## src/rtl/sng_pkg.sv

```systemverilog
`default_nettype none
// =============================================================================
// sng_pkg : shared FSM state type and helpers for the et_sng stream generator
// Revision: 1.0
// =============================================================================
package sng_pkg;

    typedef enum logic [0:0] {
        IDLE = 1'b0,
        RUN  = 1'b1
    } sng_state_t;

    localparam int MAXW = 32;

    // Mirror the whole word, then shift the reversed low-p field back down.
    function automatic logic [MAXW-1:0] bitrev(input logic [MAXW-1:0] val, input int p);
        logic [MAXW-1:0] r;
        r = {<<{val}};
        return r >> (MAXW - p);
    endfunction

    function automatic int eff_prec(input int prec, input int w);
        return (prec == 0 || prec > w) ? w : prec;
    endfunction

endpackage
`default_nettype wire

```

## src/rtl/et_cascade_ctr.sv

```systemverilog
`default_nettype none
// =============================================================================
// et_cascade_ctr : G runtime-width group counters cascaded into an NC-bit stage
// Revision: 1.0
// =============================================================================
module et_cascade_ctr import sng_pkg::*; #(
    parameter int W   = 8,
    parameter int G   = 2,
    parameter int NC  = 1,
    parameter int PW  = $clog2(W + 1),
    parameter int NCW = (NC > 0) ? NC : 1
) (
    input  logic                  clk,
    input  logic                  rst_n,
    input  logic                  clr,
    input  logic                  inc,
    input  logic [PW-1:0]         p,
    output logic [G-1:0][W-1:0]   grp,
    output logic [NCW-1:0]        ncs,
    output logic                  all_max
);

    logic [W-1:0] w_max;
    logic [G-1:0] w_carry;
    logic         w_nc_inc;

    assign w_max = ~({W{1'b1}} << p);

    // Ripple carry: a stage advances only when every lower stage is at max.
    always_comb begin
        logic v_run;
        logic v_all;
        w_carry = '0;
        v_run   = inc;
        v_all   = 1'b1;
        for (int k = 0; k < G; k++) begin
            w_carry[k] = v_run;
            v_run      = v_run & (grp[k] == w_max);
            v_all      = v_all & (grp[k] == w_max);
        end
        w_nc_inc = v_run;
        all_max  = v_all & ((NC == 0) || (&ncs));
    end

    always_ff @(posedge clk or negedge rst_n) begin
        if (!rst_n) begin
            grp <= '0;
            ncs <= '0;
        end else if (clr) begin
            grp <= '0;
            ncs <= '0;
        end else begin
            for (int k = 0; k < G; k++) begin
                if (w_carry[k]) begin
                    grp[k] <= (grp[k] == w_max) ? '0 : grp[k] + 1'b1;
                end
            end
            if (NC > 0 && w_nc_inc) begin
                ncs <= ncs + 1'b1;
            end
        end
    end

endmodule
`default_nettype wire

```

## src/rtl/et_sng.sv

```systemverilog
`default_nettype none
// =============================================================================
// et_sng : multi-channel counter-based stochastic number generator, early term.
// Revision: 1.0
// =============================================================================
module et_sng import sng_pkg::*; #(
    parameter int W   = 8,
    parameter int N   = 2,
    parameter int G   = 2,
    parameter int NC  = 1,
    parameter int REV = 0,
    parameter int PW  = $clog2(W + 1)
) (
    input  logic                     clk,
    input  logic                     rst_n,
    input  logic                     start,
    input  logic [PW-1:0]            prec,
    input  logic [N-1:0][W-1:0]      Bxs,
    input  logic                     en,
    input  logic                     abort,
    output logic [N-1:0]             Xs,
    output logic [(NC>0?NC:1)-1:0]   Xcs,
    output logic                     valid,
    output logic                     busy,
    output logic                     done
);

    localparam int NCW = (NC > 0) ? NC : 1;

    sng_state_t              r_state;
    logic [N-1:0][W-1:0]     r_bx;
    logic [PW-1:0]           r_p;
    logic                    w_clr;
    logic [G-1:0][W-1:0]     w_grp;
    logic [NCW-1:0]          w_ncs;
    logic                    w_all_max;
    logic [PW-1:0]           w_sh;

    assign w_clr = (r_state == IDLE) & start & ~abort;
    assign valid = (r_state == RUN) & en;
    assign busy  = (r_state != IDLE);
    assign done  = valid & w_all_max;
    assign w_sh  = PW'(W) - r_p;
    assign Xcs   = (NC > 0 && valid) ? w_ncs : '0;

    et_cascade_ctr #(
        .W  (W),
        .G  (G),
        .NC (NC),
        .PW (PW)
    ) u_ctr (
        .clk     (clk),
        .rst_n   (rst_n),
        .clr     (w_clr),
        .inc     (valid),
        .p       (r_p),
        .grp     (w_grp),
        .ncs     (w_ncs),
        .all_max (w_all_max)
    );

    always_ff @(posedge clk or negedge rst_n) begin
        if (!rst_n) begin
            r_state <= IDLE;
            r_bx    <= '0;
            r_p     <= '0;
        end else begin
            case (r_state)
                IDLE: begin
                    if (start && !abort) begin
                        r_state <= RUN;
                        r_bx    <= Bxs;
                        r_p     <= PW'(eff_prec(int'(prec), W));
                    end
                end
                RUN: begin
                    if (abort || done) begin
                        r_state <= IDLE;
                    end
                end
                default: r_state <= IDLE;
            endcase
        end
    end

    // Left-aligning the p-bit field makes low precisions truncate Bx upward.
    for (genvar i = 0; i < N; i++) begin : g_ch
        logic [W-1:0] w_f;
        logic [W-1:0] w_v;
        assign w_f   = (REV != 0) ? W'(bitrev(MAXW'(w_grp[i % G]), int'(r_p))) : w_grp[i % G];
        assign w_v   = w_f << w_sh;
        assign Xs[i] = valid & (w_v < r_bx[i]);
    end

endmodule
`default_nettype wire

```

## config.mk

```make
export PLATFORM = sky130hd
export DESIGN_NAME = et_sng
export DESIGN_NICKNAME = d
export VERILOG_FILES = /design/src/rtl/sng_pkg.sv /design/src/rtl/et_cascade_ctr.sv /design/src/rtl/et_sng.sv
export SDC_FILE = /design/constraint.sdc
export NUM_CORES = 1
export LEC_CHECK = 0
export BUFFER_PORTS_ARGS = -buffer_cell sky130_fd_sc_hd__buf_2
export CORE_MARGIN = 4
export CORE_UTILIZATION = 45
export CTS_BUF_LIST = sky130_fd_sc_hd__clkbuf_16
export DETAILED_ROUTE_END_ITERATION = 10
export PLACE_DENSITY = 0.66
export SYNTH_ARGS = -nofsm -noshare
export SYNTH_HDL_FRONTEND = slang
export SYNTH_HIERARCHICAL = 1
export SYNTH_SLANG_ARGS = --single-unit
```

## constraint.sdc

```tcl
create_clock -name clk -period 3.05 [get_ports clk]
set_input_delay 0.61 -clock clk [delete_from_list [all_inputs] [get_ports clk]]
set_output_delay 0.61 -clock clk [all_outputs]
set_load 0.02 [all_outputs]
```

==> results.py, run 1 <==
metrics = {
    "final_layout": {
        "fill_cells": 630,
        "drive_above_1_share_pct": 28.5,
        "antenna_cells": 0,
        "final_util_pct": 57.0,
        "area_growth_pct": 21.7,
        "stdcell_count": 538,
        "nets": 485,
        "layout_common_cells": "nand2_1, buf_4, dfrtp_1, buf_2, o21ai_1",
        "mostFrequentLayoutCell": "nand2_1",
    },
    "power": {
        "ir_drop_mv": 0.217,
        "leakagePower_nw": 1.76,
        "p_int_mw": 1.31,
        "sw_frac_of_total_pct": 36.8,
        "power.share.sequential_pct": 29.8,
        "power.switching_uw": 764,
        "clkPwrFrac_pct": 23.0,
        "powerDensity_mw_per_mm2": 530,
        "combPwrFrac_pct": 47.2,
    },
    "detailed_routing": {
        "num_vias": 3001,
        "totalWireLength_um": 8000,
        "drt_first_iter_violations": 135,
        "ant_nets": 0,
        "dr.pass1.iters": 4,
        "wire_per_inst_um": 14.9,
        "vias_per_cell": 5.58,
        "drc_errors": 0,
    },
    "clock_network": {
        "clkLatencyLatePin_ps": 280,
        "cts_tree": "done",
        "cts_buffers": 5,
        "cts_max_level": 2,
        "cts-root-buf": "clkbuf_16",
        "cts_hold_buf": 0,
        "cts_sinks": 38,
        "path_clk_slew_ps": 50,
        "clk_path_buf_depth": 2,
    },
    "setup_path": {
        "critPathRequiredTime_ps": 2440,
        "crit_type": "flip-flop to output port",
        "regToRegEndpoint": "u_ctr/grp[12]$_DFFE_PN0P_",
        "crit_fanout": 5,
        "rr_startpoint": "r_p[0]$_DFFE_PN0P_",
        "critPathLaunchType": "flip-flop",
        "reg2regPathDepth": 9,
        "crit_path_end_kind": "output port",
        "worstPathArrival_ps": 2790,
        "reg2reg_slack_ps": 370,
    },
    "timing": {
        "setup_tns_ps": -732,
        "worst_slack_ps": -346,
        "setup_viol": 3,
        "tightest_slew_ps": 872,
        "rsz0062_at_grt": "true",
        "fin_crit_sh_pct": 111,
        "finalCriticalPeriod_ps": 3400,
        "fin_skew_ps": 4.91,
        "fmax_ghz": 0.294,
        "slew_viol_final": 0,
        "max-slew-margin-rel_pct": 41.9,
        "finalHoldViolCount": 0,
    },
    "yosys": {
        "synth_cell_types": 68,
        "syn_area_mm2": 0.00322,
        "yosysTopAreaCellShare_pct": 29.6,
        "synth_top_area_cell": "dfrtp_1",
        "synth_area_per_cell_um2": 8.42,
        "async_flop_share_pct": 100,
        "syn_inst": 382,
        "synth_area_leaders": "dfrtp_1, ha_1, nand2_1",
        "synthFlopType": "dfrtp_1",
        "yosysWarnings": 6,
        "synth_nets": 424,
        "synth_edf_count": 0,
        "ys_ff_latch": 38,
        "ys_seq_area_share_pct": 29.6,
    },
    "status": {
        "violations": "negative setup slack",
        "status": "finished, violations left",
    },
    "place": {
        "dp_cells": 527,
        "post-dp-hpwl_um": 6090,
        "place.gp.congestion": 0.924,
        "pre_cts_slack_ps": -45.3,
        "io_buffers": 30,
    },
    "floorplan": {
        "die-height_um": 92.6,
        "core_mm2": 0.00687,
        "num_rows": 30,
        "dieArea_mm2": 0.00857,
        "dieWidth_um": 92.6,
        "start_util_pct": 46.8,
        "boundaryPins": 31,
    },
    "worst_hold_path": {
        "hold_path_class": "input pin to async pin",
    },
    "global_routing": {
        "antenna_found_initial": 0,
        "grt_remaining_overflow": 0,
        "grt_pass1_vias": 2873,
        "grt_max_degree": 39,
        "grt.total_usage_pct": 19.3,
        "grt_pass1_wl_um": 13400,
    },
    "job": {
        "maxCapViolations": 0,
    },
}
-- synth_stat cells (all sizes together), types with 5 or more instances --
master   n
nand2   52
nor2    16
buf     16
o21a     6
nor2b    9
mux2i    9
nand3b   5
nor3    12
or2      5
nand3   19
and3     6
inv     25
nand4    7
a21oi   22
nand2b   5
dfrtp   38
mux2     5
o21ai   32
ha      17
or3      5
-- sequential cells by signal (all words and copies together), names as in the netlist --
register	flops
r_p	4
u_ctr/grp	16
busy	1
r_bx	16
u_ctr/ncs	1
-- layer usage --
layer,share of wire [%],track usage [%]
met1,46,25.4
met5,0,0
met2,48,32.3
met4,1.7,6.19
met3,4.6,3.25
-- stage by stage --
stage / power (mW) / hold slack, ps / cell area, um^2
3_3_place_gp: 1.52 / 497 / 3690
3_5_place_dp: 1.54 / 499 / 3690
6_report: 2.07 / 451 / 3920
4_1_cts: 2.04 / 483 / 3830
5_1_grt: 2.23 / 526 / 3920
2_1_floorplan: 1.29 / 314 / 3270
-- layout make-up --
type                            instances  area (um^2)  area share (%)
Clock buffer                            5          125            3.20
Sequential cell                        38          951            24.3
Inverter                               26         97.6            2.49
Multi-Input combinational cell        296         2090            53.4
Tap cell                               96          120            3.07
Clock inverter                          1         3.75          0.0959
Timing Repair Buffer                   76          527            13.5
-- critical path: stages (launching register included) --
cell and delay (ps):
dfrtp_1 370, inv_2 60, ha_4 180, xnor2_4 240, mux4_2 350, nand2_2 80, a21oi_2 50, ha_1 310
a211o_1 330, a211oi_2 220, a32oi_2 100, o31ai_4 80, buf_6 140
-- power by group through the flow --
stage	Combinational, mW	Sequential (mW)	Clock (mW)
5_1_grt	1.09	0.626	0.512
3_3_place_gp	0.893	0.624	0
4_1_cts	0.931	0.616	0.495
6_report	0.980	0.617	0.478
3_5_place_dp	0.917	0.625	0
2_1_floorplan	0.666	0.626	0
-- worst max path at each step --
stage / start / to
after floorplan: r_p[0]$_DFFE_PN0P_ / Xs[0]
after global placement: r_p[0]$_DFFE_PN0P_ / Xs[1]
after detailed placement: r_p[1]$_DFFE_PN0P_ / Xs[1]
after CTS: r_p[0]$_DFFE_PN0P_ / Xs[1]
after global routing: r_p[0]$_DFFE_PN0P_ / Xs[1]
final: r_p[0]$_DFFE_PN0P_ / Xs[0]
-- what timing repair did --
| action | in CTS | in global routing |
|---|---|---|
| endpoints found under the hold margin | 0 | 0 |
| pin swaps | 0 | 12 |
| setup endpoints to repair | 3 | 3 |
| setup buffers | 0 | 5 |
| resized for setup | 5 | 15 |
-- kinds of logic (layout without fill, tap and decap cells) --
kind of cell               count (synthesis)  in the layout  synth area share (%)
AOI/OAI and AO/OA                         97             97                  19.3
DFF                                       38             38                  29.6
buffers and inverters                     48            108                  8.48
xor gates and xnor gates                   4              4                  1.56
adders and majority gates                 17             17                  6.61
and+or+nand+nor                          160            160                  26.9
muxes                                     18             18                  7.58
Note: power is estimated with default switching activity, not from simulation.
==> run 2: changes to the inputs <==
--- a/config.mk
+++ b/config.mk
@@ -11,6 +11,7 @@
 export CTS_BUF_LIST = sky130_fd_sc_hd__clkbuf_16
 export DETAILED_ROUTE_END_ITERATION = 10
 export PLACE_DENSITY = 0.66
+export RECOVER_POWER = 100
 export SYNTH_ARGS = -nofsm -noshare
 export SYNTH_HDL_FRONTEND = slang
 export SYNTH_HIERARCHICAL = 1
==> run 2 against run 1 <==
  * The flow finishes with violations (max-capacitance violations, max-slew violations, negative setup slack)
  * Cell area fell by 1.1%
  * Core utilization fell by 0.64 points
  * Sequential share of layout area rose by 0.27 points
  * Die area did not move
  * Routed wire length rose by 0.40%
  * Global-route usage did not move
  * Combinational power fell by 1%
  * Sequential power barely moved
  * Non-clock buffer count did not move
  * Highest routed layer unchanged
==> results.py, run 2 (synthesis results as in run 1) <==
metrics = {
    "status": {
        "violations": "max-capacitance violations, max-slew violations, negative setup slack",
        "status": "finished, violations left",
    },
    "floorplan": {
        "die-height_um": 92.6,
        "num_rows": 30,
        "boundaryPins": 31,
        "core_mm2": 0.00687,
        "dieArea_mm2": 0.00857,
        "start_util_pct": 46.8,
        "dieWidth_um": 92.6,
    },
    "final_layout": {
        "final_cell_area_mm2": 0.00387,
        "area_growth_pct": 20.3,
        "layout_common_cells": "nand2_1, buf_4, dfrtp_1, o21ai_0, buf_2",
        "drive_above_1_share_pct": 26.2,
        "multiInputGateArea_mm2": 0.00208,
        "nets": 485,
        "mostFrequentLayoutCell": "nand2_1",
        "top_regs": "r_bx x16, u_ctr/grp x16, r_p x4",
        "antenna_cells": 0,
        "fill_cells": 640,
        "seqCellArea_um2": 951,
    },
    "clock_network": {
        "cts_buffers": 5,
        "cts_hold_buf": 0,
        "cts_tree": "done",
        "cts_max_level": 2,
        "clkLatencyLatePin_ps": 280,
        "path_clk_slew_ps": 50,
        "cts_sinks": 38,
        "clk_path_buf_depth": 2,
        "cts-root-buf": "clkbuf_16",
    },
    "place": {
        "io_buffers": 30,
        "post-dp-hpwl_um": 6090,
        "placed_cell_area_mm2": 0.00369,
        "pre_cts_slack_ps": -45.3,
        "place.gp.congestion": 0.924,
    },
    "timing": {
        "finalCriticalPeriod_ps": 3400,
        "fin_crit_sh_pct": 111,
        "slew_viol_final": 39,
        "tightest_slew_ps": 2120,
        "fin_skew_ps": 5.30,
        "finalHoldViolCount": 0,
        "max-slew-margin-rel_pct": -41.1,
        "setup_viol": 3,
        "worst_slack_ps": -347,
        "fmax_ghz": 0.294,
        "rsz0062_at_grt": "true",
    },
    "setup_path": {
        "reg2regPathDepth": 8,
        "critPathLaunchType": "flip-flop",
        "critPathRequiredTime_ps": 2440,
        "crit_fanout": 5,
        "crit_type": "flip-flop to output port",
        "crit_path_end_kind": "output port",
        "worstPathArrival_ps": 2790,
    },
    "global_routing": {
        "antenna_found_initial": 0,
        "grt.total_usage_pct": 19.3,
        "busiest_layer": "met2",
        "globalRouteMet3Util_pct": 3.25,
        "grt_pass1_vias": 2873,
        "grt_max_degree": 39,
        "grt_use_met2_pct": 32.3,
        "use_met1_pct": 25.4,
        "grt_remaining_overflow": 0,
        "grt_pass1_wl_um": 13400,
    },
    "detailed_routing": {
        "drc_errors": 0,
        "wire_per_inst_um": 14.9,
        "ant_nets": 0,
        "vias_per_cell": 5.57,
        "drt_first_iter_violations": 146,
        "totalWireLength_um": 8030,
        "dr.pass1.iters": 4,
        "num_vias": 2995,
    },
    "power": {
        "clkPwrFrac_pct": 23.2,
        "p_int_mw": 1.30,
        "sw_frac_of_total_pct": 36.9,
        "power.switching_uw": 761,
        "power.share.sequential_pct": 29.9,
        "combPwrFrac_pct": 46.9,
        "powerDensity_mw_per_mm2": 533,
        "leakagePower_nw": 1.73,
        "ir_drop_mv": 0.217,
    },
    "worst_hold_path": {
        "hold_path_class": "flip-flop to flip-flop",
        "whs_path_depth": 1,
    },
    "job": {
        "maxCapViolations": 1,
    },
}
-- run 2: changes by cell type in the layout (fill, tap and decap cells not counted) --
| cell | delta |
|---|---|
| buf_12 | -1 |
| buf_2 | -4 |
| buf_4 | -4 |
| clkbuf_1 | +8 |
| clkbuf_2 | +1 |
| nor3_1 | +1 |
| nor3_2 | -1 |
| o21ai_0 | +15 |
| o21ai_1 | -15 |
| or4_1 | +1 |
| or4_4 | -1 |
-- run 2: critical path, cell delays in order (launching register included) --
cell and delay [ps]:
dfrtp_1 370, inv_2 60, ha_4 180, xnor2_4 240
mux4_2 350, nand2_2 80, a21oi_2 50, ha_1 310
a211o_1 330, a211oi_2 220, a32oi_2 100, o31ai_4 80
buf_6 140
-- run 2: metal layers --
| metal | vias up | part of all wire [%] |
|---|---|---|
| met1 | 1431 | 46 |
| met2 | 54 | 48 |
| li1 | 1497 | - |
| met3 | 13 | 4.3 |
| met5 | - | 0 |
| met4 | 0 | 1.7 |
-- run 2: path summary, 6_finish.rpt --
check                               startpoint                   endpoint  slack (ps)
setup / recovery            r_p[0]$_DFFE_PN0P_                      Xs[0]        -350
hold / removal             r_bx[8]$_DFFE_PN0P_        r_bx[8]$_DFFE_PN0P_         510
setup reg to reg            r_p[3]$_DFFE_PN0P_  u_ctr/grp[12]$_DFFE_PN0P_         250
hold reg to reg            r_bx[8]$_DFFE_PN0P_        r_bx[8]$_DFFE_PN0P_         510
max in group asynchronous                rst_n         r_p[2]$_DFFE_PN0P_         890
min in group asynchronous                rst_n      u_ctr/ncs$_DFFE_PN0P_         940
-- run 2: metrics by stage --
step / util (%) / setup TNS [ps] / hold slack, ps / std cells / power (mW)
2_1_floorplan: - / -33.1 / 314 / 382 / 1.29
4_1_cts: 55.8 / -829 / 483 / 533 / 2.04
3_5_place_dp: 53.7 / -88.7 / 499 / 527 / 1.54
5_1_grt: 56.4 / -1360 / 534 / 538 / 2.22
6_report: 56.4 / -854 / 515 / 538 / 2.06
3_3_place_gp: 53.7 / -18.5 / 497 / 527 / 1.52
-- run 2: layout make-up --
class | count | area share (%)
repair buffers | 76 | 12.7
flip-flops and latches | 38 | 24.6
inverters | 26 | 2.52
clock buffers | 5 | 3.23
clock inverters | 1 | 0.0970
well taps | 96 | 3.10
multi-input cells | 296 | 53.8
-- run 2: power groups by stage --
| stage | registers, mW | logic [mW] | clock network (mW) |
|---|---|---|---|
| after global routing | 0.626 | 1.08 | 0.512 |
| after CTS | 0.616 | 0.931 | 0.495 |
| after detailed placement | 0.625 | 0.917 | 0 |
| after floorplan | 0.626 | 0.666 | 0 |
| after global placement | 0.624 | 0.893 | 0 |
| final | 0.617 | 0.967 | 0.479 |
-- run 2: repair_timing --
| action | CTS | global route |
|---|---|---|
| setup endpoints to repair | 3 | 3 |
| resized for setup | 5 | 15 |
| buffers inserted | 0 | 5 |
| pin swaps | 0 | 12 |
==> run 3: changes to the inputs <==
--- a/config.mk
+++ b/config.mk
@@ -10,7 +10,7 @@
 export CORE_UTILIZATION = 45
 export CTS_BUF_LIST = sky130_fd_sc_hd__clkbuf_16
 export DETAILED_ROUTE_END_ITERATION = 10
-export PLACE_DENSITY = 0.66
+export PLACE_DENSITY = 0.63
 export RECOVER_POWER = 100
 export SYNTH_ARGS = -nofsm -noshare
 export SYNTH_HDL_FRONTEND = slang
==> run 3 against run 2 <==
  * The flow still finishes with violations (max-capacitance violations, max-slew violations, negative setup slack)
  * Via count increased by 2.4%
  * Cell area increased by 4.5%
  * Register-to-register slack improved by 130 ps
  * Core utilization increased by 2.5 points
  * Worst setup slack improved by 26 ps
  * Sequential cell count unchanged
  * Critical path type unchanged
  * Largest power group unchanged
==> results.py, run 3 (synthesis results as in run 1) <==
metrics = {
    "status": {
        "status": "finished, violations left",
        "violations": "max-capacitance violations, max-slew violations, negative setup slack",
    },
    "detailed_routing": {
        "totalWireLength_um": 8510,
        "ant_nets": 0,
        "wire_per_inst_um": 15.5,
        "drt_first_iter_violations": 112,
        "vias_per_cell": 5.59,
        "dr.pass1.iters": 4,
        "num_vias": 3066,
        "drc_errors": 0,
    },
    "clock_network": {
        "clkLatencyLatePin_ps": 280,
        "cts_max_level": 2,
        "cts-root-buf": "clkbuf_16",
        "cts_sinks": 38,
        "cts_tree": "done",
        "clk_path_buf_depth": 2,
        "path_clk_slew_ps": 50,
        "cts_buffers": 5,
    },
    "timing": {
        "setup_viol": 3,
        "finalHoldViolCount": 0,
        "fin_crit_sh_pct": 111,
        "worst_slack_ps": -322,
        "finalCriticalPeriod_ps": 3370,
        "tightest_slew_ps": 2130,
        "rsz0062_at_grt": "true",
        "max-slew-margin-rel_pct": -41.9,
        "fin_skew_ps": 4.48,
        "setup_tns_ps": -726,
        "fmax_ghz": 0.297,
        "slew_viol_final": 39,
    },
    "setup_path": {
        "reg2reg_slack_ps": 380,
        "regToRegEndpoint": "u_ctr/grp[12]$_DFFE_PN0P_",
        "rr_startpoint": "r_p[0]$_DFFE_PN0P_",
        "crit_type": "flip-flop to output port",
        "worstSetupStartpoint": "r_p[1]$_DFFE_PN0P_",
        "critPathRequiredTime_ps": 2440,
        "worstSetupEndpoint": "Xs[0]",
        "critPathLaunchType": "flip-flop",
        "worstPathArrival_ps": 2760,
        "crit_path_end_kind": "output port",
        "reg2regPathDepth": 9,
        "crit_fanout": 4,
    },
    "worst_hold_path": {
        "hold_path_class": "flip-flop to flip-flop",
    },
    "final_layout": {
        "antenna_cells": 0,
        "final_util_pct": 58.9,
        "area_growth_pct": 25.7,
        "fill_cells": 631,
        "top_regs": "r_bx x16, u_ctr/grp x16, r_p x4",
        "stdcell_count": 548,
        "layout_common_cells": "nand2_1, buf_4, dfrtp_1, buf_2, inv_1",
        "nets": 493,
        "drive_above_1_share_pct": 30.1,
        "seqCellArea_um2": 953,
        "multiInputGateArea_mm2": 0.00213,
        "final_cell_area_mm2": 0.00404,
        "mostFrequentLayoutCell": "nand2_1",
    },
    "power": {
        "power.share.sequential_pct": 28.7,
        "p_int_mw": 1.38,
        "sw_frac_of_total_pct": 37.0,
        "clkPwrFrac_pct": 22.4,
        "ir_drop_mv": 0.225,
        "leakagePower_nw": 1.82,
        "power.switching_uw": 814,
        "powerDensity_mw_per_mm2": 544,
        "combPwrFrac_pct": 48.9,
    },
    "job": {
        "maxCapViolations": 1,
    },
    "floorplan": {
        "boundaryPins": 31,
        "start_util_pct": 46.8,
        "dieArea_mm2": 0.00857,
        "num_rows": 30,
        "dieWidth_um": 92.6,
        "die-height_um": 92.6,
        "core_mm2": 0.00687,
    },
    "global_routing": {
        "grt.total_usage_pct": 20.4,
        "grt_pass1_wl_um": 13900,
        "grt_max_degree": 39,
        "grt_remaining_overflow": 0,
        "antenna_found_initial": 0,
        "grt_pass1_vias": 2892,
    },
    "place": {
        "post-dp-hpwl_um": 6310,
        "dp_cells": 530,
        "io_buffers": 30,
        "placed_cell_area_mm2": 0.00370,
        "place.gp.congestion": 0.910,
    },
}
run 3: cell count changes in the layout (fill, tap and decap cells not counted), moves of 3 or more:
cell / delta
buf_4: +7
clkbuf_1: -6
buf_2: +3
o21ai_0: -3
o21ai_1: +3
run 3: what timing repair did:
item                       4_1_cts  5_1_grt
buffers inserted                 3        7
pin swaps                        8        3
resized for setup               29       12
setup endpoints to repair        3        3
hold buffers                     0        0
gates cloned                     0        0
run 3: metal layers:
metal / routed length (um) / vias up / track usage [%]
met1: 3840 / 1471 / 26.6
met5: 0 / - / 0
li1: - / 1522 / -
met4: 231 / 0 / 8.42
met3: 254 / 21 / 3.33
met2: 4180 / 52 / 33.5
run 3: worst min path at each step:
stage / startpoint / end / cells after the start
finish: r_bx[5]$_DFFE_PN0P_ / r_bx[5]$_DFFE_PN0P_ / 2
global route: Bxs[8] / r_bx[8]$_DFFE_PN0P_ / 2
CTS: rst_n / r_bx[2]$_DFFE_PN0P_ / 1
detailed placement: r_bx[5]$_DFFE_PN0P_ / r_bx[5]$_DFFE_PN0P_ / 2
global placement: r_bx[6]$_DFFE_PN0P_ / r_bx[6]$_DFFE_PN0P_ / 2
floorplan: rst_n / busy$_DFF_PN0_ / 0
run 3: through the flow:
step	total power, mW	worst slack (ps)	hold WS [ps]
6_report	2.20	-322	526
5_1_grt	2.35	-455	548
4_1_cts	2.14	-310	483
3_5_place_dp	1.57	-88.9	517
3_3_place_gp	1.55	-29.4	512
2_1_floorplan	1.29	-33.1	314
run 3: layout make-up:
type,count,share of cell area (%)
clock buffers,5,3.09
clock inverters,3,0.309
inverters,26,2.41
multi-input cells,296,52.7
flip-flops and latches,38,23.6
well taps,96,2.97
repair buffers,84,15.0
run 3: power groups by stage:
stage	registers (mW)	logic, mW	clock network, mW
after floorplan	0.626	0.666	0
after global placement	0.630	0.920	0
after detailed placement	0.631	0.938	0
after CTS	0.628	1.01	0.509
after global routing	0.639	1.18	0.529
final	0.631	1.08	0.492
run 3: worst max-delay path: stages (launching register included):
cell     delay (ps)
dfrtp_1         400
inv_2            70
ha_4            190
xnor2_4         200
mux4_2          330
nand2_1          90
a21oi_1          70
ha_1            280
a211o_1         290
nand2_1         110
nand3_2         100
o31ai_4         190
buf_6           140
